[src/rtl/mux_nx1_rr.sv]
// N-input registered multiplexer with per-channel valid/ready, selectable
// fixed-select or round-robin arbitration, and a single registered output stage.
module mux_nx1_rr #(
  parameter int N  = 4,
  parameter int W  = 8,
  parameter int SW = $clog2(N)
) (
  input  logic            clk,
  input  logic            rst_n,
  input  logic            mode,
  input  logic [SW-1:0]   sel,
  input  logic [N*W-1:0]  in_data,
  input  logic [N-1:0]    in_valid,
  output logic [N-1:0]    in_ready,
  output logic [W-1:0]    out_data,
  output logic [SW-1:0]   out_ch,
  output logic            out_valid,
  input  logic            out_ready
);

  logic [W-1:0]  ch_data [N];
  logic          load;
  logic          grant_found;
  logic [SW-1:0] grant_idx;
  logic [SW:0]   rr_idx;

  logic [W-1:0]  out_data_reg, out_data_next;
  logic [SW-1:0] out_ch_reg, out_ch_next;
  logic          out_valid_reg, out_valid_next;
  logic [SW-1:0] ptr_reg, ptr_next;

  genvar gi;
  generate
    for (gi = 0; gi < N; gi++) begin : g_ch
      assign ch_data[gi]  = in_data[gi*W +: W];
      // Gated by rst_n so no channel is acknowledged while the block is held in reset.
      assign in_ready[gi] = rst_n & load & grant_found & (grant_idx == SW'(gi));
    end
  endgenerate

  assign load = !out_valid_reg | out_ready;

  // Fixed mode looks only at the selected channel's valid; rr scans from ptr with wrap.
  always_comb begin
    grant_found = 1'b0;
    grant_idx   = '0;
    rr_idx      = '0;
    if (!mode) begin
      if (int'(sel) < N) begin
        grant_found = in_valid[sel];
        grant_idx   = sel;
      end
    end else begin
      for (int i = 0; i < N; i++) begin
        rr_idx = {1'b0, ptr_reg} + (SW+1)'(i);
        if (rr_idx >= (SW+1)'(N)) rr_idx = rr_idx - (SW+1)'(N);
        if (!grant_found && in_valid[rr_idx[SW-1:0]]) begin
          grant_found = 1'b1;
          grant_idx   = rr_idx[SW-1:0];
        end
      end
    end
  end

  always_comb begin
    out_valid_next = out_valid_reg;
    out_data_next  = out_data_reg;
    out_ch_next    = out_ch_reg;
    ptr_next       = ptr_reg;
    if (load) begin
      out_valid_next = grant_found;
      if (grant_found) begin
        out_data_next = ch_data[grant_idx];
        out_ch_next   = grant_idx;
        if (mode) ptr_next = (grant_idx == SW'(N-1)) ? '0 : grant_idx + 1'b1;
      end
    end
  end

  always_ff @(posedge clk or negedge rst_n) begin
    if (!rst_n) begin
      out_valid_reg <= 1'b0;
      out_data_reg  <= '0;
      out_ch_reg    <= '0;
      ptr_reg       <= '0;
    end else begin
      out_valid_reg <= out_valid_next;
      out_data_reg  <= out_data_next;
      out_ch_reg    <= out_ch_next;
      ptr_reg       <= ptr_next;
    end
  end

  assign out_data  = out_data_reg;
  assign out_ch    = out_ch_reg;
  assign out_valid = out_valid_reg;

endmodule

[config.mk]
export PLATFORM = sky130hd
export DESIGN_NAME = mux_nx1_rr
export DESIGN_NICKNAME = d
export VERILOG_FILES = /design/src/rtl/mux_nx1_rr.sv
export SDC_FILE = /design/constraint.sdc
export NUM_CORES = 1
export LEC_CHECK = 0
export ABC_AREA = 1
export BUFFER_PORTS_ARGS = -buffer_cell sky130_fd_sc_hd__buf_4
export CORE_AREA = 2 2 54 68
export CTS_CLUSTER_SIZE = 28
export DETAILED_ROUTE_END_ITERATION = 16
export DIE_AREA = 0 0 56 70
export PLACE_DENSITY = 0.77
export SYNTH_ARGS = -nofsm -noshare
export SYNTH_HDL_FRONTEND = slang
export SYNTH_SLANG_ARGS = --single-unit
[constraint.sdc]
create_clock -name clk -period 4.9 [get_ports clk]
set_input_delay 0.98 -clock clk [delete_from_list [all_inputs] [get_ports clk]]
set_output_delay 0.98 -clock clk [all_outputs]
set_load 0.01 [all_outputs]
==> reports/summary.txt <==
Synthesized area per cell - 6.46 sq um
Final Setup Violations - 0
Synth area leaders - dfrtp_1 (26%), nand2_1 (18%), nand3_1 (15%)
Cells after Synth - 196
Post-synth EDFFs - 0
Register area share after synthesis - 25.7%
Design Area, Final - 1720 sq um
Synth async-reset ratio - 100%
WP data required - 3920 ps
GRT overflow - 0
Ant diodes - 0
Root buffer cell - clkbuf_8
Drt pass-1 iters - 4
First-pass GRT wire length - 5.87 mm
Tightest Pin Transition - 378 ps
Syn Nets - 239
Synth cell types - 25
Crit end category - primary output
P&R area growth vs syn - 35.7%
Num CTS Buffers - 3
Period utilization - 74.8%
Final net count - 294
Clock-pin slew on the worst setup and hold paths - 60 ps
Post-Syn Area - 1270 sq um
Clock Latency Late Sink - 250 ps
Row cnt - 24
Vias post-DR - 1392
Startpoint types - primary input
Crit-path max FO - 16
GRT Total Usage - 18.4%
H-tree levels - 1
Number of synthesized register bits - 13
DRC violations left - 0
HPWL after DPL - 2.55 mm
Seq pwr share - 23.3%
Antenna violations before repair - 0
Most frequent cells after synthesis - nand2_1 (60), nand3_1 (37), inv_1 (19)
Final Max Tran Viols - 0
TNS Setup - 0 ps
Core Footprint - 3360 sq um
Run status - finished clean
Initial Util - 37.6%
Routability cong. - 0.847
Pwr Density - 513 nW/um^2
Worst Hold Class - register to register
Total power - 881 uW
CTS tree - yes
Met1 WL - 1.37 mm
IO Pins - 57
Pin count of the biggest net entering global routing - 21
Vias in the first global route - 1371
Comb pwr share - 65.3%
Peak VDD IR - 0.267 mV
Wire per inst - 11.4 um
Sw Ratio - 49.6%
DRT iter0 DRCs - 59
Leakage - 0.951 nW
Highest Signal Layer - met4
WL met2 - 1.67 mm
Post-CTS Setup Bufs - 0
Layout Utilization - 51.1%
Post_cts resized - 0
Final WL - 3.30 mm
Post-DRT Antenna Nets - 0
RR Startpoint - ptr_reg[0]$_DFFE_PN0P_
Placed Instance Area - 1670 sq um
Die height - 70 um
Layout cells sized above 1 - 36.0%
Count leader, synth - nand2_1
Hold Fails Final Rpt - 0
Setup CP Type - primary input to primary output
Fmax - 273 MHz
Minimum clock period - 3670 ps
NetSw - 437 uW
Setup crit start - in_valid[0]
Top cell type by total area after synthesis - dfrtp_1
Largest register FFs - 8
Cell mode on critical path - nand2_1
Worst rel slew slack - 74.8%
Met3 WL - 200 um
Drt via density - 4.82
Die width - 56 um
Power Internal - 444 uW
Hold buffer count at cts - 0
Synth warn - 0
RSZ-0062 raised after global routing - no
Setup Skew - 0.488 ps
Most used DFF post-synth - dfrtp_1
Share of the synthesized area in the top cell type - 25.7%
R2R setup slack - 2610 ps
Worst path max stage delay - 290 ps
Clock Sinks - 13
Slowest-stage cell, CP - nand3_2
CTS Buffer Depth - 2
Hold Startpoint - out_ch[0]$_DFFE_PN0P_
Arrival @ worst endpoint - 2690 ps
Die footprint - 3920 sq um
Clock power share - 11.3%
Port Buffer Count - 56
Ordered cell list for the critical path - buf_4 > inv_1 > nand2_1 > nand2_1 > o21ai_1 > nor2_1 > nand3_1 > nand3_2 > inv_2 > nand2_1 > nor3_2 > buf_4
Max cap viols - 0
worst paths after layout:
check | to | cells past startpoint
max in group asynchronous | out_data[6]$_DFFE_PN0P_ | 1
worst min-delay path | out_ch[0]$_DFFE_PN0P_ | 2
worst max register to register | ptr_reg[1]$_DFFE_PN0P_ | 12
min in group asynchronous | out_ch[0]$_DFFE_PN0P_ | 1
worst min register to register | out_ch[0]$_DFFE_PN0P_ | 2
worst max-delay path | in_ready[3] | 12
power groups by stage:
stage / Combinational [mW] / Clock [mW] / Sequential, mW
floorplan: 0.436 / 0 / 0.211
global placement: 0.573 / 0 / 0.206
CTS: 0.581 / 0.102 / 0.205
finish: 0.575 / 0.0998 / 0.206
detailed placement: 0.578 / 0 / 0.207
global route: 0.654 / 0.106 / 0.214
cells in the final DEF, fill, tap and decap left out, types with 2 or more instances in the layout:
cell type  netlist  routed
a21oi_1          3       3
buf_4            1      57
clkbuf_8         0       3
dfrtp_1         13      13
inv_1           19      19
inv_2            4       4
nand2_1         60      60
nand2_2         16      16
nand3_1         37      37
nand3_2          3       3
nand3b_1         9       9
nor2_1           9       9
nor2_2           2       2
nor3_2           2       2
o21ai_0          3       3
o21ai_1          3       3
final cells by class:
class	count	area [sq um]
Clock buffer	4	45.0
Fill cell	349	1650
Inverter	23	86.3
Multi-Input combinational cell	153	785
Sequential cell	13	325
Tap cell	39	48.8
Timing Repair Buffer	57	428
kinds of logic after synthesis:
kind of cell | after synthesis | share of synthesized area [%]
buffers and inverters | 30 | 12.4
DFF | 13 | 25.7
and+or+nand+nor | 142 | 56.8
AOI/OAI and AO/OA | 10 | 4.15
adders and majority gates | 1 | 0.988
worst max-delay path, delay by kind of cell:
family | cells | cell delay (ps)
AND/OR/NAND/NOR | 7 | 950
buffers and inverters | 4 | 550
AO/OA/AOI/OAI | 1 | 190
stage by stage:
| step | instances | hold slack (ps) | worst slack (ps) |
|---|---|---|---|
| floorplan | 196 | 519 | 1690 |
| global placement | 285 | 479 | 1240 |
| detailed placement | 285 | 479 | 1230 |
| CTS | 289 | 493 | 1220 |
| global route | 289 | 510 | 888 |
| finish | 289 | 491 | 1230 |
metal layers:
metal  vias to the layer above  GRT usage [%]
met5                         -              0
met4                         0           6.88
met3                         7           4.63
met2                        40           32.0
met1                       609           21.6
li1                        736              -
Power figures use the tool's default switching activity.
